--- src/rtl/cdc_pkg.sv ---
// cdc_pkg: shared types and constants for the
// req/ack bundled-data CDC transmitter.
package cdc_pkg;

   typedef enum logic [1:0] {
      IDLE   = 2'd0,
      REQ_HI = 2'd1,
      ACK_LO = 2'd2
   } cdc_state_t;

   localparam int CDC_SYNC_STAGES = 3;
   localparam int CDC_TMO_W       = 16;

endpackage

--- src/rtl/cdc_sync_ah.sv ---
// cdc_sync_ah: single-bit flop-chain synchroniser,
// asynchronous active-high reset to 0.
module cdc_sync_ah
   import cdc_pkg::*;
(
   input  logic clk,
   input  logic rst,
   input  logic d,
   output logic q
);

   logic [CDC_SYNC_STAGES-1:0] ff_q;

   // shift the async input through the chain
   always_ff @(posedge clk or posedge rst) begin
      if (rst) begin
         ff_q <= '0;
      end else begin
         ff_q <= {ff_q[CDC_SYNC_STAGES-2:0], d};
      end
   end

   assign q = ff_q[CDC_SYNC_STAGES-1];

endmodule

--- src/rtl/cdc_hs_tx.sv ---
// cdc_hs_tx: four-phase req/ack source-side transmitter.
// Optional ack-timeout flag: CDC_HS_TX_TIMEOUT_EN.
module cdc_hs_tx
   import cdc_pkg::*;
#(
   parameter int DATA_W         = 32,
   parameter int TIMEOUT_CYCLES = 1024
) (
   input  logic              clk,
   input  logic              rst,
   input  logic              in_valid,
   input  logic [DATA_W-1:0] in_data,
   output logic              in_ready,
   output logic              tx_req,
   output logic [DATA_W-1:0] tx_data,
   input  logic              ack_async,
   output logic              done,
   output logic              busy,
   output logic              timeout_err
);

   cdc_state_t        state_q;
   cdc_state_t        state_d;
   logic              ack_s;
   logic              run_q;
   logic              tx_req_q;
   logic              done_q;
   logic [DATA_W-1:0] data_q;
   logic              load;

   cdc_sync_ah u_ack_sync (
      .clk (clk),
      .rst (rst),
      .d   (ack_async),
      .q   (ack_s)
   );

   // state register
   always_ff @(posedge clk or posedge rst) begin
      if (rst) begin
         state_q <= IDLE;
      end else begin
         state_q <= state_d;
      end
   end

   // next-state: accept, wait ack high, wait ack low
   always_comb begin
      state_d = state_q;
      unique case (state_q)
         IDLE:    if (load)   state_d = REQ_HI;
         REQ_HI:  if (ack_s)  state_d = ACK_LO;
         ACK_LO:  if (!ack_s) state_d = IDLE;
         default: state_d = IDLE;
      endcase
   end

   // outputs decoded from the state register;
   // run_q keeps in_ready low until the first edge out of reset
   always_comb begin
      in_ready = (state_q == IDLE) && run_q;
      busy     = (state_q != IDLE);
      load     = in_ready && in_valid;
   end

   // registered request, payload and completion pulse
   always_ff @(posedge clk or posedge rst) begin
      if (rst) begin
         run_q    <= 1'b0;
         tx_req_q <= 1'b0;
         done_q   <= 1'b0;
         data_q   <= '0;
      end else begin
         run_q    <= 1'b1;
         tx_req_q <= (state_d == REQ_HI);
         done_q   <= (state_q == ACK_LO)
                  && (state_d == IDLE);
         if (load) begin
            data_q <= in_data;
         end
      end
   end

   assign tx_req  = tx_req_q;
   assign tx_data = data_q;
   assign done    = done_q;

`ifdef CDC_HS_TX_TIMEOUT_EN
   localparam logic [CDC_TMO_W-1:0] TMO_LIM =
      CDC_TMO_W'(TIMEOUT_CYCLES);

   logic [CDC_TMO_W-1:0] tmo_cnt_q;
   logic                 tmo_q;

   // wait-cycle counter; flag is sticky, FSM keeps waiting
   always_ff @(posedge clk or posedge rst) begin
      if (rst) begin
         tmo_cnt_q <= '0;
         tmo_q     <= 1'b0;
      end else if (state_d != state_q) begin
         tmo_cnt_q <= '0;
      end else if (busy && (tmo_cnt_q != '1)) begin
         tmo_cnt_q <= tmo_cnt_q + 1'b1;
         if (tmo_cnt_q == TMO_LIM - 1'b1) begin
            tmo_q <= 1'b1;
         end
      end
   end

   assign timeout_err = tmo_q;
`else
   logic unused_tmo;
   assign unused_tmo  = (TIMEOUT_CYCLES != 0);
   assign timeout_err = 1'b0;
`endif

endmodule

--- config.mk ---
export PLATFORM = sky130hd
export DESIGN_NAME = cdc_hs_tx
export DESIGN_NICKNAME = d
export VERILOG_FILES = /design/src/rtl/cdc_pkg.sv /design/src/rtl/cdc_sync_ah.sv /design/src/rtl/cdc_hs_tx.sv
export SDC_FILE = /design/constraint.sdc
export NUM_CORES = 1
export LEC_CHECK = 0
export CORE_ASPECT_RATIO = 1.75
export CORE_MARGIN = 2
export CORE_UTILIZATION = 40
export CTS_CLUSTER_DIAMETER = 50
export DETAILED_ROUTE_END_ITERATION = 12
export PLACE_DENSITY = 0.85
export SYNTH_ARGS = -nofsm -noshare
export SYNTH_HDL_FRONTEND = slang
export SYNTH_SLANG_ARGS = --single-unit
--- constraint.sdc ---
create_clock -name clk -period 1.64 [get_ports clk]
set_input_delay 0.164 -clock clk [delete_from_list [all_inputs] [get_ports clk]]
set_output_delay 0.164 -clock clk [all_outputs]
set_load 0.05 [all_outputs]
==> flow_summary.json, run 1 <==
{
  "antenna_cells": 0,
  "antenna_found_initial": 0,
  "drv_slew": 0,
  "setup_slack_ns": 0.1025,
  "synth.area.top_cells": "dfrtp_1 61%, mux2_4 28%, buf_12 3.7%, mux2_2 1.4%, buf_4 0.92%",
  "synth_edf_count": 0,
  "hold_viol": 0,
  "grt_max_degree": 26,
  "synth_simple_gate_area_share_pct": 2.916,
  "power_density_nw_per_um2": 2027,
  "post_drt_wl_per_cell_um": 16.06,
  "antenna_left": 0,
  "rsz0062_at_grt": "false",
  "grt_usage_pct": 16.59,
  "syn_area_per_cell_um2": 17.92,
  "fillers": 317,
  "fin_worst_skew_ns": 0.006981,
  "fin_crit_ns": 1.537,
  "synth_area_um2": 1630,
  "worstPathMaxFanout": 5,
  "final_design_area_no_fill_um2": 2414,
  "cts_max_path_buffers": 2,
  "rr_worst_depth": 3,
  "port_buffers": 71,
  "reg2reg_to": "tx_data[31]",
  "crit_arrival_ns": 1.37,
  "core_um2": 3904,
  "placed_area_um2": 2326,
  "dr.first_iter.drc_count": 10,
  "drc": 0,
  "grt_first_pass_wirelength_mm": 5.437,
  "max-slew-margin-rel_pct": 66.48,
  "io_pins": 73,
  "dieArea_um2": 4623,
  "hp-class": "in2async",
  "dp_slack_ns": -0.05531,
  "required_ns": 1.48,
  "nets": 206,
  "synth_top_family_by_area": "multiplexers",
  "synth_seq_cells": 40,
  "synthArstFlopShare_pct": 100.0,
  "ff_latch_area_um2": 1001,
  "cts.sinks": 40,
  "setup_viol": 0,
  "postLayoutCoreUtil_pct": 61.83,
  "cts_tree": "built",
  "yosysUniqueCellTypes": 16,
  "synth_largest_area_cell": "dfrtp_1",
  "yosys-top-cells-count": "40 x dfrtp_1, 30 x mux2_4, 3 x buf_12",
  "h-tree-depth": 2,
  "synthesis.instances": 91,
  "status": "complete, no violations",
  "timing.fmax_mhz": 650.4,
  "routed_via_density": 4.555,
  "critPathKind": "reg2out",
  "num_rows": 30,
  "clkTransAtPathRegs_ns": 0.07,
  "start_util_pct": 41.76,
  "first_pass_iters": 4,
  "root_buffer": "clkbuf_8",
  "grt_pass1_vias": 1138,
  "fp.dieH_um": 88.46,
  "vias": 993,
  "numCtsBuffers": 5,
  "yosysSeqAreaShare_pct": 61.40,
  "cp-startpoint": "state_q[1]",
  "area_delta_synth_final_pct": 48.04,
  "insertion_delay_ns": 0.29,
  "rrSetupSlack_ns": 0.12,
  "synth_fp_nets": 127,
  "worst_pin_slew_ns": 0.5020,
  "multi_input_area_um2": 571.8,
  "finalWirelength_mm": 3.502,
  "gp_congestion": 0.7249,
  "endpoint_kind": "primary output",
  "synth-xor-area-share_pct": 0.5372,
  "worstReg2RegStart": "run_q",
  "synthAdderAreaFrac_pct": 0,
  "synth_most_common_cell": "dfrtp_1",
  "grt_overflow_total": 0,
  "drive_gt1_share_pct": 48.24,
  "fin_crit_sh_pct": 93.75,
  "critPathCapture": "in_ready",
  "cp-start-kind": "flip-flop",
  "synth_top_area_share_pct": 61.40,
  "postCtsSetupBuffers": 0,
  "ir_worst_vdd_mv": 1.430,
  "yosysWarningCount": 0,
  "muxShareOfSynthArea_pct": 29.01,
  "postCtsHoldBufs": 0,
  "dieWidth_um": 52.26,
  "p_leak_nw": 1.147,
  "synth_ff_type": "dfrtp_1",
  "cap_viol_max_count": 0,
  "synth-compound-area-share_pct": 0.6140
}
## stage by stage
step | cells | hold WS (ns) | setup TNS [ns] | power, mW
6_report | 218 | 0.1994 | 0 | 4.893
5_1_grt | 218 | 0.2258 | 0 | 5.107
4_1_cts | 218 | 0.2016 | 0 | 4.935
3_5_place_dp | 211 | 0.3365 | -0.7109 | 4.310
3_3_place_gp | 211 | 0.3359 | -0.004823 | 4.235
2_1_floorplan | 91 | 0.1954 | 0 | 3.453
## cell usage in the layout (no fill, tap or decap), types with 2 or more instances in the layout
| cell type | netlist | final |
|---|---|---|
| mux2_2 | 2 | 2 |
| clkdlybuf4s50_1 | 0 | 35 |
| dfrtp_1 | 40 | 40 |
| mux2_4 | 30 | 30 |
| a21oi_1 | 2 | 2 |
| clkbuf_8 | 0 | 5 |
| inv_1 | 2 | 2 |
| buf_12 | 3 | 2 |
| buf_4 | 2 | 39 |
| conb_1 | 2 | 2 |
## power breakdown
part / leakage [nW] / switching (mW) / internal [mW]
registers: 0.474 / 0.237 / 1.34
logic: 0.632 / 1.66 / 1.05
clock network: 0.0410 / 0.313 / 0.289
## metal layers
metal  GRT usage [%]  routed length (um)  vias to the layer above
met5               0                   0                        -
met4           8.392                  85                        0
met3           5.236                 264                        7
met2           28.88                1892                       57
met1           17.63                1260                      470
li1                -                   -                      459
## registers in the layout, summed over array words and instances (netlist names)
signal	cells
run_q	1
u_ack_sync.ff_q	3
tx_data	32
state_q	2
done	1
tx_req	1
## worst min-delay path by stage
stage                            start  slack (ns)                 end
CTS                                rst        0.20          state_q[1]
global placement    u_ack_sync.ff_q[0]        0.34  u_ack_sync.ff_q[1]
finish                             rst        0.20          tx_data[2]
detailed placement  u_ack_sync.ff_q[1]        0.34  u_ack_sync.ff_q[2]
global route                       rst        0.23          state_q[0]
floorplan                    ack_async        0.20  u_ack_sync.ff_q[0]
## cell type report
class	count	area share, %
clock buffers	6	3.007
clock inverters	1	0.2074
inverters	2	0.3110
multi-input cells	44	23.69
flip-flops and latches	40	41.47
well taps	48	2.488
repair buffers	77	28.82
## worst max-delay path: stages (launching register included)
cell and delay, ns:
dfrtp_1 0.41, buf_4 0.16, or2_4 0.26, nor2_4 0.10, buf_12 0.14
## cell families after synthesis
family | count (synthesis)
compound gates | 2
xor+xnor | 1
buf+inv | 7
flops | 40
mux | 32
other cells | 2
simple gates | 7
## what timing repair did
item                                    4_1_cts  5_1_grt
endpoints found under the setup margin        1        2
pin swaps                                     0        0
gates resized for setup                       1        2
Power figures use the tool's default switching activity.
==> run 2: changes to the inputs <==
REMOVE_ABC_BUFFERS = 1   (was default)
==> flow_summary.json, run 2 (synthesis results as in run 1) <==
{
  "status": "complete, no violations",
  "cts.sinks": 40,
  "grt_first_pass_wirelength_mm": 5.106,
  "clkTransAtPathRegs_ns": 0.08,
  "timing.fmax_mhz": 625.5,
  "p_leak_nw": 1.173,
  "grt_max_degree": 41,
  "worst_pin_slew_ns": 0.5107,
  "cpLargestDelayFamily": "buffers and inverters",
  "dieArea_um2": 4623,
  "rsz0062_at_grt": "false",
  "fin_worst_skew_ns": 0.003968,
  "max-slew-margin-rel_pct": 65.89,
  "fin_setup_tns_ns": 0,
  "root_buffer": "clkbuf_8",
  "dr.first_iter.drc_count": 9,
  "io_pins": 73,
  "finalWirelength_mm": 3.315,
  "drive_gt1_share_pct": 44.12,
  "cts_max_path_buffers": 2,
  "setup_slack_ns": 0.04117,
  "critPathKind": "reg2out",
  "post_drt_wl_per_cell_um": 15.21,
  "fp.dieH_um": 88.46,
  "grt_usage_pct": 15.29,
  "slowest_delay_ns": 0.80,
  "final_design_area_no_fill_um2": 2455,
  "fillers": 312,
  "largest_register_ff_count": 32,
  "cap_viol_max_count": 0,
  "grt_pass1_vias": 1129,
  "final_common_cell": "dfrtp_1",
  "insertion_delay_ns": 0.29,
  "fin_crit_ns": 1.599,
  "nets": 205,
  "area_delta_synth_final_pct": 50.58,
  "drv_slew": 0,
  "required_ns": 1.48,
  "antenna_found_initial": 0,
  "h-tree-depth": 2,
  "endpoint_kind": "primary output",
  "cp_slowest_cell": "clkdlybuf4s50_1",
  "grt_overflow_total": 0,
  "setup_viol": 0,
  "postCtsHoldBufs": 0,
  "ir_worst_vdd_mv": 1.031,
  "layout_common_cells": "40 x dfrtp_1, 39 x clkdlybuf4s50_1, 30 x mux2_4",
  "routed_via_density": 4.693,
  "crit_buf_inv": 1,
  "num_rows": 30,
  "crit_arrival_ns": 1.43,
  "cts_tree": "built",
  "antenna_left": 0,
  "hold_viol": 0,
  "antenna_cells": 0,
  "worstPathCellList": "clkdlybuf4s50_1",
  "gp_congestion": 0.6992,
  "hp-class": "in2async",
  "cp-start-kind": "flip-flop",
  "dp_slack_ns": -0.08729,
  "drc": 0,
  "port_buffers": 71,
  "placed_area_um2": 2349,
  "worstPathMaxFanout": 2,
  "dieWidth_um": 52.26,
  "place_hpwl_mm": 2.511,
  "power_density_nw_per_um2": 2002,
  "fin_crit_sh_pct": 97.49,
  "core_um2": 3904,
  "vias": 1023,
  "start_util_pct": 41.76,
  "power_mw": 4.914,
  "numCtsBuffers": 5,
  "first_pass_iters": 3,
  "postLayoutCoreUtil_pct": 62.88
}
-- run 2: timing repair --
action / in CTS / in global routing
pin swaps: 0 / 1
setup buffers: 0 / 0
resized for setup: 3 / 5
hold endpoints to repair: 0 / 0
setup endpoints to repair: 2 / 5
-- run 2: path summary, 6_finish.rpt --
path	slack, ns	start	to	cells after the start
max reg2reg	0.10	state_q[0]	tx_data[29]	3
max	0.04	tx_data[24]	tx_data[24]	1
max in group asynchronous	1.00	rst	tx_data[4]	3
min reg2reg	0.35	u_ack_sync.ff_q[0]	u_ack_sync.ff_q[1]	0
min in group clk	0.34	ack_async	u_ack_sync.ff_q[0]	1
min	0.31	rst	tx_req	3
-- run 2: metrics by stage --
stage	cells	hold WS (ns)
2_1_floorplan	86	0.1954
3_3_place_gp	210	0.3350
3_5_place_dp	210	0.3379
4_1_cts	218	0.3202
5_1_grt	218	0.3347
6_report	218	0.3059
-- run 2: final cells by class --
cell class	instances	area, um2	share of cell area [%]
clock inverters	3	18.77	0.7645
multi-input cells	44	571.8	23.29
inverters	2	7.507	0.3058
repair buffers	76	726.9	29.61
well taps	48	60.06	2.446
flip-flops and latches	40	1001	40.77
clock buffers	5	68.82	2.803
-- run 2: power breakdown --
part           internal, mW  switching [mW]
Clock                 0.296           0.336
Sequential             1.34           0.214
Combinational          1.07            1.65
Total                  2.71            2.20
-- run 2: routing by layer --
metal	share of wire [%]	track usage [%]	vias up
met5	0	0	-
met4	3.6	9.091	0
met3	6.8	4.054	13
met2	55	26.81	46
met1	34	15.92	504
li1	-	-	460
==> run 3: changes to the inputs <==
CORE_UTILIZATION = 41   (was 40)
PLACE_DENSITY = 0.87   (was 0.85)
SLEW_MARGIN = 10   (was default)
==> flow_summary.json, run 3 (synthesis results as in run 1) <==
{
  "hold_viol": 0,
  "first_pass_iters": 3,
  "cts.sinks": 40,
  "required_ns": 1.80,
  "num_rows": 30,
  "power_frac_comb_pct": 53.2,
  "post_drt_wl_per_cell_um": 15.18,
  "p_seq_share_pct": 31.5,
  "clkTransAtPathRegs_ns": 0.08,
  "grt_overflow_total": 0,
  "p_int_mw": 2.819,
  "grt_max_degree": 41,
  "postCtsHoldBufs": 0,
  "largest_register_ff_count": 32,
  "postLayoutCoreUtil_pct": 63.17,
  "worstPathMaxFanout": 11,
  "grt_pass1_vias": 1099,
  "dp_cells": 209,
  "dieWidth_um": 51.67,
  "vias": 999,
  "cap_viol_max_count": 0,
  "dr.first_iter.drc_count": 15,
  "ff_latch_area_um2": 1001,
  "h-tree-depth": 2,
  "dp_slack_ns": -0.04791,
  "cp-start-kind": "flip-flop",
  "p_leak_nw": 1.145,
  "finalWirelength_mm": 3.294,
  "multi_input_area_um2": 564.3,
  "hp-class": "in2async",
  "setup_slack_ns": 0.05046,
  "routed_via_density": 4.604,
  "dieArea_um2": 4516,
  "core_um2": 3829,
  "numCtsBuffers": 5,
  "cts_max_path_buffers": 2,
  "place_hpwl_mm": 2.522,
  "fin_crit_ns": 1.590,
  "io_pins": 73,
  "grt_usage_pct": 16.10,
  "fp.dieH_um": 87.42,
  "grt_first_pass_wirelength_mm": 5.216,
  "drc": 0,
  "layout.cells.non_filler": 217,
  "fin_worst_skew_ns": 0.008748,
  "setup_viol": 0,
  "fin_crit_sh_pct": 96.92,
  "antenna_found_initial": 0,
  "final_common_cell": "dfrtp_1",
  "worst_pin_slew_ns": 0.4995,
  "drv_slew": 0,
  "ir_worst_vdd_mv": 1.259,
  "antenna_cells": 0,
  "area_delta_synth_final_pct": 48.35,
  "endpoint_kind": "flip-flop",
  "power_density_nw_per_um2": 2067,
  "antenna_left": 0,
  "status": "complete, no violations",
  "switching_share_pct": 43.60,
  "layout_common_cells": "40 x dfrtp_1, 37 x clkdlybuf4s50_1, 34 x buf_4",
  "fin_setup_tns_ns": 0,
  "insertion_delay_ns": 0.28,
  "postCtsSetupBuffers": 0,
  "max-slew-margin-rel_pct": 66.64,
  "rsz0062_at_grt": "true",
  "fillers": 319,
  "critPathKind": "reg2reg",
  "crit_arrival_ns": 1.75,
  "drive_gt1_share_pct": 46.15,
  "power.net_switching_mw": 2.180,
  "nets": 204,
  "timing.fmax_mhz": 629.1,
  "power.share.clock_pct": 15.3,
  "cts_tree": "built",
  "gp_congestion": 0.7699,
  "root_buffer": "clkbuf_8",
  "start_util_pct": 42.58,
  "port_buffers": 71
}
run 3: area by class of cell:
class | instances | area share, %
multi-input combinational | 44 | 23.33
tap | 48 | 2.483
sequential | 40 | 41.39
inverter | 2 | 0.3104
timing repair buffer | 75 | 28.04
clock buffer | 6 | 3.001
clock inverter | 2 | 1.449
run 3: power by group through the flow:
stage,Combinational (mW),Clock [mW],Sequential [mW]
floorplan,0.687,0,2.76
global placement,2.64,0,1.57
detailed placement,2.68,0,1.59
CTS,2.67,0.795,1.58
global route,2.73,0.844,1.62
finish,2.66,0.767,1.57
run 3: critical path, stage by stage, from the launching register on:
cell      delay (ns)
dfrtp_1         0.46
nor4bb_4        0.38
buf_4           0.30
mux2_4          0.32
run 3: stage by stage:
step                      hold slack (ns)  total power [mW]  area, um2
after floorplan                    0.1954             3.443       1555
after global placement             0.3321             4.214       2303
after detailed placement           0.3364             4.265       2303
after CTS                          0.3190             5.047       2410
after global routing               0.3103             5.200       2419
final                              0.3016             4.999       2419
run 3: layer usage:
metal / up-vias / track usage [%] / part of all wire [%]
met3: 6 / 4.811 / 4.9
met4: 0 / 8.134 / 1.9
met2: 38 / 28.09 / 58
met5: - / 0 / 0
li1: 456 / - / -
met1: 499 / 17.08 / 36
run 3: repair_timing:
| item | CTS | global route |
|---|---|---|
| gates resized for setup | 1 | 3 |
| pin swaps | 0 | 0 |
| endpoints found under the setup margin | 1 | 16 |
run 3: path summary, 6_finish.rpt:
kind                                          from                 end  slack (ns)  depth (start not counted)
min in group clk                         ack_async  u_ack_sync.ff_q[0]        0.33                          1
max in group asynchronous                      rst  u_ack_sync.ff_q[1]        0.99                          3
worst max-delay path                    state_q[1]         tx_data[15]        0.05                          3
worst min register to register  u_ack_sync.ff_q[1]  u_ack_sync.ff_q[2]        0.34                          0
worst min-delay path                           rst          tx_data[8]        0.30                          3
worst max register to register          state_q[1]         tx_data[15]        0.05                          3
